==> src/rtl/mux2to1_arbiter.sv <==
// ============================================================================
// Module   : mux2to1_arbiter
// Brief    : Two-port round-robin arbiter with a bounded hold time. It drives
//            the 2:1 mux select and registers the selected data bit.
// Revision : 1.0 - initial release
// ============================================================================
`default_nettype none

module mux2to1_arbiter #(
  parameter int DATA_W   = 1,
  parameter int MAX_HOLD = 4,
  parameter int CNT_W    = 8
) (
  input  logic              clk,
  input  logic              rst_n,
  input  logic              req0,
  input  logic              req1,
  input  logic [DATA_W-1:0] d0,
  input  logic [DATA_W-1:0] d1,
  output logic              grant0,
  output logic              grant1,
  output logic              select,
  output logic [DATA_W-1:0] dout,
  output logic              dout_valid
);

  localparam logic [1:0] c_st_idle = 2'd0;
  localparam logic [1:0] c_st_g0   = 2'd1;
  localparam logic [1:0] c_st_g1   = 2'd2;

  localparam logic [CNT_W-1:0] c_hold_last = CNT_W'(MAX_HOLD - 1);
  localparam logic [CNT_W-1:0] c_cnt_one   = CNT_W'(1);

  logic [1:0]        r_state;
  logic [CNT_W-1:0]  r_hold_cnt;
  logic              r_prio;
  logic              r_grant0;
  logic              r_grant1;
  logic              r_select;
  logic [DATA_W-1:0] r_dout;
  logic              r_dout_valid;

  logic [1:0]        w_next_state;
  logic [CNT_W-1:0]  w_next_cnt;
  logic              w_next_prio;
  logic              w_next_sel;
  logic              w_next_busy;
  logic              w_entering;
  logic [CNT_W-1:0]  w_cnt_inc;

  // The counter keeps counting while the owner is alone, so a late contender
  // meets a saturated count and wins on the very next edge.
  assign w_cnt_inc = (r_hold_cnt == c_hold_last) ? r_hold_cnt : r_hold_cnt + c_cnt_one;

  always_comb begin
    w_next_state = r_state;
    case (r_state)
      c_st_idle: begin
        if (req0 && req1) begin
          w_next_state = r_prio ? c_st_g1 : c_st_g0;
        end else if (req0) begin
          w_next_state = c_st_g0;
        end else if (req1) begin
          w_next_state = c_st_g1;
        end
      end
      c_st_g0: begin
        if (!req0) begin
          w_next_state = req1 ? c_st_g1 : c_st_idle;
        end else if (req1 && (r_hold_cnt == c_hold_last)) begin
          w_next_state = c_st_g1;
        end
      end
      c_st_g1: begin
        if (!req1) begin
          w_next_state = req0 ? c_st_g0 : c_st_idle;
        end else if (req0 && (r_hold_cnt == c_hold_last)) begin
          w_next_state = c_st_g0;
        end
      end
      default: w_next_state = c_st_idle;
    endcase
  end

  assign w_next_busy = (w_next_state != c_st_idle);
  assign w_entering  = w_next_busy && (w_next_state != r_state);

  always_comb begin
    w_next_cnt  = r_hold_cnt;
    w_next_prio = r_prio;
    if (w_entering) begin
      w_next_cnt  = '0;
      // Favour whichever port did not just win.
      w_next_prio = (w_next_state == c_st_g0);
    end else if (w_next_busy) begin
      w_next_cnt  = w_cnt_inc;
    end
  end

  always_comb begin
    w_next_sel = r_select;
    if (w_next_state == c_st_g0) begin
      w_next_sel = 1'b0;
    end else if (w_next_state == c_st_g1) begin
      w_next_sel = 1'b1;
    end
  end

  always_ff @(posedge clk or negedge rst_n) begin
    if (!rst_n) begin
      r_state      <= c_st_idle;
      r_hold_cnt   <= '0;
      r_prio       <= 1'b0;
      r_grant0     <= 1'b0;
      r_grant1     <= 1'b0;
      r_select     <= 1'b0;
      r_dout       <= '0;
      r_dout_valid <= 1'b0;
    end else begin
      r_state      <= w_next_state;
      r_hold_cnt   <= w_next_cnt;
      r_prio       <= w_next_prio;
      r_grant0     <= (w_next_state == c_st_g0);
      r_grant1     <= (w_next_state == c_st_g1);
      r_select     <= w_next_sel;
      r_dout_valid <= w_next_busy;
      if (w_next_busy) begin
        r_dout <= w_next_sel ? d1 : d0;
      end
    end
  end

  assign grant0     = r_grant0;
  assign grant1     = r_grant1;
  assign select     = r_select;
  assign dout       = r_dout;
  assign dout_valid = r_dout_valid;

endmodule

`default_nettype wire

==> config.mk <==
export PLATFORM = sky130hd
export DESIGN_NAME = mux2to1_arbiter
export DESIGN_NICKNAME = d
export VERILOG_FILES = /design/src/rtl/mux2to1_arbiter.sv
export SDC_FILE = /design/constraint.sdc
export NUM_CORES = 1
export LEC_CHECK = 0
export CORE_MARGIN = 1.5
export CORE_UTILIZATION = 47
export CTS_CLUSTER_DIAMETER = 30
export DETAILED_ROUTE_END_ITERATION = 6
export PLACE_DENSITY = 0.72
export SKIP_LAST_GASP = 1
export SLEW_MARGIN = 20
export SYNTH_ARGS = -nofsm -noshare
export SYNTH_HDL_FRONTEND = slang
export SYNTH_SLANG_ARGS = --single-unit
==> constraint.sdc <==
create_clock -name clk -period 1.9 [get_ports clk]
set_clock_uncertainty 0.2 [all_clocks]
set_input_delay 0.285 -clock clk [delete_from_list [all_inputs] [get_ports clk]]
set_output_delay 0.285 -clock clk [all_outputs]
set_load 0.03 [all_outputs]
==> results of run 1 <==
[sequential cells by signal, indices dropped and copies added (netlist names)]
register / cells
r_hold_cnt: 8
grant0: 1
dout: 1
dout_valid: 1
r_prio: 1
r_state: 2
select: 1
grant1: 1
[final cells by class]
class | instances | share of cell area (%)
clock buffers | 4 | 2.84
inverters | 1 | 0.294
multi-input cells | 66 | 43.4
flip-flops and latches | 16 | 31.4
well taps | 25 | 2.45
repair buffers | 29 | 19.6
[routing by layer]
layer,vias to the layer above,share of wire [%]
met3,4,3.7
met1,388,44
met2,27,51
met5,-,0
li1,363,-
met4,0,1.8
[worst register-to-register path: cells and delay by family, from the launching register on]
family,cells,cell delay [ns]
AND/OR/NAND/NOR,2,0.54
flip-flops,1,0.41
AO/OA/AOI/OAI,3,0.40
adder cells (fa/ha/maj),1,0.16
buffers and inverters,1,0.15
[Yosys cell counts, drive strengths merged]
master   count  share of area [%]
ha           1                1.4
a31o         1                1.0
or2          2                1.4
nor2b        1               0.71
mux2i        2                2.3
o21bai       1               0.86
o311ai       1                3.0
a21o         1               0.86
a22oi        2                1.7
or4b         1                1.6
and2         1               0.71
a221oi       1                1.7
xor2         4                4.0
nand4bb      1                1.3
nand4        2                1.4
nand2        6                2.6
a21oi        5                3.3
nor3         5                4.0
buf          2                1.4
or3          1               0.71
nand3b       2                1.7
nand2b       1               0.71
nor4b        1                1.7
xnor2        3                3.0
and3         2                1.4
inv          1               0.43
o21ai        3                2.1
nor2        11                4.7
and4         1                1.0
dfrtp       16                 46
nand3        3                1.7
[cells by family (layout without fill, tap and decap cells)]
| group | Yosys count | after routing | share of synthesized area, % |
|---|---|---|---|
| buf+inv | 3 | 34 | 1.85 |
| fa+ha+maj | 1 | 1 | 1.42 |
| xor+xnor | 7 | 7 | 6.98 |
| simple gates | 41 | 41 | 27.3 |
| flops | 16 | 16 | 45.6 |
| compound gates | 15 | 15 | 14.5 |
| mux | 2 | 2 | 2.28 |
[power by group through the flow]
stage	clock network [mW]	logic (mW)	registers, mW
2_1_floorplan	0	0.160	0.474
3_3_place_gp	0	0.339	0.437
3_5_place_dp	0	0.343	0.442
4_1_cts	0.230	0.365	0.440
5_1_grt	0.245	0.420	0.448
6_report	0.226	0.385	0.442
[timing repair]
| item | CTS | global route |
|---|---|---|
| endpoints found under the setup margin | 11 | 12 |
| setup buffers | 0 | 1 |
| gates resized for setup | 11 | 10 |
| endpoints found under the hold margin | 0 | 0 |
| pin swaps | 8 | 6 |
[stage by stage]
stage	setup WS [ns]	TNS, ns	util [%]	cell area (um^2)
after floorplan	-0.00598	-0.00598	-	887
after global placement	-0.135	-0.990	65.4	1140
after detailed placement	-0.186	-1.48	65.4	1140
after CTS	-0.0388	-0.121	70.3	1230
after global routing	-0.157	-1.33	73.1	1280
final	-0.0739	-0.529	73.1	1280
[how the worst max path moves through the flow]
stage / from / end / slack (ns)
after floorplan: r_hold_cnt[0]$_DFFE_PN0P_ / dout$_DFFE_PN0P_ / -0.006
after detailed placement: req0 / r_hold_cnt[3]$_DFFE_PN0P_ / -0.19
final: r_hold_cnt[0]$_DFFE_PN0P_ / r_hold_cnt[1]$_DFFE_PN0P_ / -0.07
after global routing: r_hold_cnt[0]$_DFFE_PN0P_ / dout$_DFFE_PN0P_ / -0.16
after CTS: r_hold_cnt[0]$_DFFE_PN0P_ / dout$_DFFE_PN0P_ / -0.04
after global placement: req0 / dout$_DFFE_PN0P_ / -0.14
==> flow_summary_export.csv, run 1 <==
group,metric,value,unit
global_routing,use_met1,30.5,%
global_routing,grt_first_pass_wirelength,3540,um
setup_path,endpoint_kind,"register",
cts,insertion_delay,0.29,ns
routing,viasPerCell,5.55,
yosys,synth.distinct_cells,35,
power_and_ir_drop,p_per_area,825,nW/um^2
final_layout,mostFrequentLayoutCell,"buf_4",
floorplan,coreArea,1750,um^2
routing,vias,782,
routing,first_iter_violations,12,
timing,worst_slack,-0.0739,ns
setup_path,path_cells,"ha_4, or4b_4, o21ai_2, a21oi_2, o21ai_2, buf_6, nor2_1",
yosys,seq_area_frac_synth,45.6,%
floorplan,start_util,50.3,%
cts,clock-root-buffer,"clkbuf_4",
placed_design,dpl.cell_count,136,
final_layout,drive_above_1_share,41.4,%
timing,finalCritPeriodShare,104,%
final_layout,register_area,400,um^2
setup_path,reg2reg_from,"r_hold_cnt[0]$_DFFE_PN0P_",
setup_path,critPathArrivalTime,1.96,ns
cts,cts_tree,"yes",
yosys,syn_inst,85,
power_and_ir_drop,p_leak,0.535,nW
placed_design,portBuffers,10,
global_routing,antenna_found_initial,0,
timing,setup_viol,9,
yosys,netlist_area,878,um^2
floorplan,io_pins,11,
routing,drt-total-wl,2160,um
setup_path,cp_common_cell,"o21ai_2",
placed_design,gp_congestion,0.882,
setup_path,critPathSlowestCell,"or4b_4",
outcome,failed_checks,"setup timing",
power_and_ir_drop,power.share.switching,33.9,%
setup_path,critical_path.max_stage_delay,0.49,ns
final_layout,fin_cells,141,
timing,slew_violations,0,
yosys,ys_seq_elements,16,
cts,path_clk_slew,0.10,ns
timing,tightest_slew,0.342,ns
floorplan,rows,15,
power_and_ir_drop,p_switching,0.357,mW
floorplan,die-area,2140,um^2
power_and_ir_drop,clkPwrFrac,21.4,%
setup_path,reg2reg_to,"r_hold_cnt[1]$_DFFE_PN0P_",
global_routing,top_usage_layer,"met2",
setup_path,path_buf_inv,1,
global_routing,use_met2,39.7,%
setup_path,critPathLaunchType,"register",
global_routing,grt_usage,24.0,%
power_and_ir_drop,ir_drop,788,uV
timing,period_minus_slack,1.97,ns
setup_path,r2r_slack,-0.07,ns
final_layout,fillers,136,
timing,finalHoldWorstSlack,0.123,ns
setup_path,cp_top_family,"simple AND/OR/NAND/NOR gates",
timing,hold_violations,0,
routing,drt_pass1_iterations,4,
timing,relSlewSlack,77.1,%
cts,cts_made_buffers,3,
cts,cts_hold_buffers,0,
routing,ant_nets,0,
cts,clock-sinks,16,
routing,post_drt_wl_per_cell,15.3,um
yosys,syn_area_per_cell,10.3,um^2
yosys,synth-warning-count,0,
cts,cts_buffer_depth,2,
flow_run,maxCapViolCount,0,
global_routing,grt_pass1_vias,802,
final_layout,fin_nets,124,
final_layout,multi_input_area,554,um^2
cts,htreeDepth,1,
global_routing,overflow,0,
setup_path,ff2ff_path_depth,7,
final_layout,num_antenna_cells,0,
power_and_ir_drop,comb_power_share,36.6,%
power_and_ir_drop,p_int,0.696,mW
setup_path,crit_cells,7,
floorplan,die_w,46.2,um
routing,drc,0,
global_routing,grtUsageMet3,3.92,%
hold_path,hold_path_class,"in -> async",
timing,fmax,507,MHz
setup_path,crit_required,1.88,ns
setup_path,crit_type,"reg -> reg",
yosys,syn_nets,92,
power_and_ir_drop,seq_power_share,42.0,%
final_layout,syn_to_final_growth,45.3,%
outcome,outcome,"finished, violations left",
final_layout,layout_common_cells,"buf_4, dfrtp_1, clkdlybuf4s50_1",
floorplan,die_h,46.2,um
power_and_ir_drop,fin_total_pwr,1.05,mW
global_routing,grt_max_degree,17,
setup_path,cp_max_fo,4,
timing,rsz0062_at_grt,"true",
placed_design,dp_hpwl,1450,um
Power figures use the tool's default switching activity.
==> run 2: changes to the inputs <==
Settings changed: CELL_PAD_IN_SITES_DETAIL_PLACEMENT set to 1, CELL_PAD_IN_SITES_GLOBAL_PLACEMENT set to 1, CORE_MARGIN 1.5 to not set, CORE_UTILIZATION 47 to 37, PLACE_DENSITY 0.72 to not set, PLACE_DENSITY_LB_ADDON set to 0.1, SKIP_CTS_REPAIR_TIMING set to 1.
==> run 2 against run 1 <==
- the flow still finishes with violations (setup timing)
- first-iteration DRC count down 33%
- worst hold slack worse by 0.018 ns
- combinational power down 7.3%
- worst setup slack worse by 0.023 ns
- die area up 20%
- core utilization down 19 points
- via count down 4.5%
- wire length down 3.3%
- final area down 6.0%
- maximum frequency down 1.2%
- sequential power down 2%
- largest cell class unchanged
- largest power group unchanged
- highest routed layer unchanged
==> flow_summary_export.csv, run 2 (synthesized netlist as in run 1, its figures left out) <==
group,metric,value,unit
outcome,outcome,"finished, violations left",
outcome,failed_checks,"setup timing",
timing,fmax,501,MHz
final_layout,top_register,"r_hold_cnt",
timing,finalHoldWorstSlack,0.105,ns
timing,relSlewSlack,78.6,%
flow_run,maxCapViolCount,0,
final_layout,largest_reg_flops,8,
power_and_ir_drop,p_leak,0.526,nW
global_routing,antenna_found_initial,0,
cts,htreeDepth,1,
global_routing,grtUsageMet3,3.94,%
global_routing,grt_pass1_vias,791,
cts,insertion_delay,0.29,ns
cts,path_clk_slew,0.10,ns
timing,slew_violations,0,
setup_path,crit_required,1.88,ns
floorplan,start_util,39.3,%
power_and_ir_drop,p_per_area,816,nW/um^2
timing,hold_violations,0,
global_routing,use_met2,28.4,%
global_routing,grt_usage,19.1,%
cts,clock-sinks,16,
floorplan,die-area,2570,um^2
timing,worst_slack,-0.0974,ns
final_layout,num_antenna_cells,0,
timing,setup_viol,10,
setup_path,critical_path.max_stage_delay,0.50,ns
cts,clock-root-buffer,"clkbuf_4",
floorplan,die_w,50.7,um
final_layout,drive_above_1_share,28.7,%
final_layout,syn_to_final_growth,36.6,%
routing,drt-total-wl,2090,um
global_routing,top_usage_layer,"met2",
final_layout,fin_nets,124,
final_layout,layout_common_cells,"buf_4, dfrtp_1, nor2_1",
global_routing,use_met1,26.1,%
final_layout,reg_top3,"r_hold_cnt (8), r_state (2)",
setup_path,path_cells,"ha_2, or4b_4, nor3_4, nor3_2, a221oi_2, mux2i_1",
placed_design,gp_congestion,0.781,
routing,drt_pass1_iterations,5,
global_routing,grt_max_degree,17,
setup_path,critPathLaunchType,"register",
floorplan,die_h,50.7,um
cts,cts_made_buffers,3,
timing,finalCritPeriodShare,105,%
routing,post_drt_wl_per_cell,14.6,um
floorplan,rows,17,
global_routing,overflow,0,
floorplan,io_pins,11,
placed_design,dp_hpwl,1560,um
setup_path,endpoint_kind,"register",
final_layout,fillers,266,
timing,tightest_slew,0.321,ns
routing,ant_nets,0,
routing,vias,747,
power_and_ir_drop,ir_drop,438,uV
routing,viasPerCell,5.22,
hold_path,hold_path_class,"in -> async",
timing,rsz0062_at_grt,"true",
routing,first_iter_violations,8,
setup_path,critPathArrivalTime,1.98,ns
floorplan,coreArea,2230,um^2
final_layout,mostFrequentLayoutCell,"buf_4",
global_routing,grt_first_pass_wirelength,3550,um
final_layout,postLayoutCoreUtil,53.7,%
cts,cts_tree,"yes",
cts,cts_buffer_depth,2,
timing,period_minus_slack,2.00,ns
setup_path,cp_max_fo,4,
routing,drc,0,
setup_path,critPathSlowestCell,"or4b_4",
setup_path,crit_type,"reg -> reg",
placed_design,portBuffers,10,
## run 2: cell types whose count changed in the layout (fill, tap and decap cells not counted), sizes merged
| cell | change |
|---|---|
| clkbuf | -1 |
## run 2: final timing paths
check                      cells past startpoint                 startpoint  slack [ns]                   endpoint
min reg2reg                                    2           select$_DFF_PN0_        0.32           select$_DFF_PN0_
max reg2reg                                    6  r_hold_cnt[0]$_DFFE_PN0P_        -0.1           dout$_DFFE_PN0P_
min                                            2                      rst_n        0.10  r_hold_cnt[7]$_DFFE_PN0P_
max in group asynchronous                      2                      rst_n        1.21       dout_valid$_DFF_PN0_
max                                            6  r_hold_cnt[0]$_DFFE_PN0P_        -0.1           dout$_DFFE_PN0P_
min in group clk                               2           select$_DFF_PN0_        0.32           select$_DFF_PN0_
## run 2: metrics by stage
| stage | cells | setup TNS [ns] | power (mW) | area, um^2 | setup WS [ns] |
|---|---|---|---|---|---|
| 2_1_floorplan | 85 | -0.00598 | 0.634 | 887 | -0.00598 |
| 3_3_place_gp | 139 | -1.22 | 0.774 | 1140 | -0.182 |
| 3_5_place_dp | 139 | -1.52 | 0.783 | 1140 | -0.255 |
| 4_1_cts | 142 | -0.818 | 0.973 | 1170 | -0.122 |
| 5_1_grt | 143 | -1.60 | 1.03 | 1200 | -0.206 |
| 6_report | 143 | -0.517 | 0.979 | 1200 | -0.0974 |
## run 2: area by class of cell
cell class / count / area [um^2] / area share (%)
Sequential cell: 16 / 400 / 33.4
Inverter: 1 / 3.75 / 0.313
Timing Repair Buffer: 29 / 246 / 20.5
Clock buffer: 3 / 22.5 / 1.88
Multi-Input combinational cell: 66 / 492 / 41.0
Tap cell: 28 / 35.0 / 2.92
## run 2: per-layer routing
| layer | part of all wire, % | vias to the layer above | wire length [um] |
|---|---|---|---|
| met2 | 47 | 10 | 984 |
| met3 | 2.3 | 4 | 48 |
| met4 | 1.6 | 0 | 33 |
| met1 | 49 | 365 | 1020 |
| met5 | 0 | - | 0 |
| li1 | - | 368 | - |
## run 2: power breakdown
group          leakage (nW)  internal, mW  total [mW]  switching [mW]
combinational         0.305         0.175       0.357           0.182
sequential            0.208         0.387       0.433          0.0460
clock                0.0138        0.0738       0.189           0.115
## run 2: critical path, delay by kind of cell (launching register included)
family | cells | cell delay (ns)
flops | 1 | 0.37
fa+ha+maj | 1 | 0.21
mux | 1 | 0.09
simple gates | 3 | 0.77
compound gates | 1 | 0.23
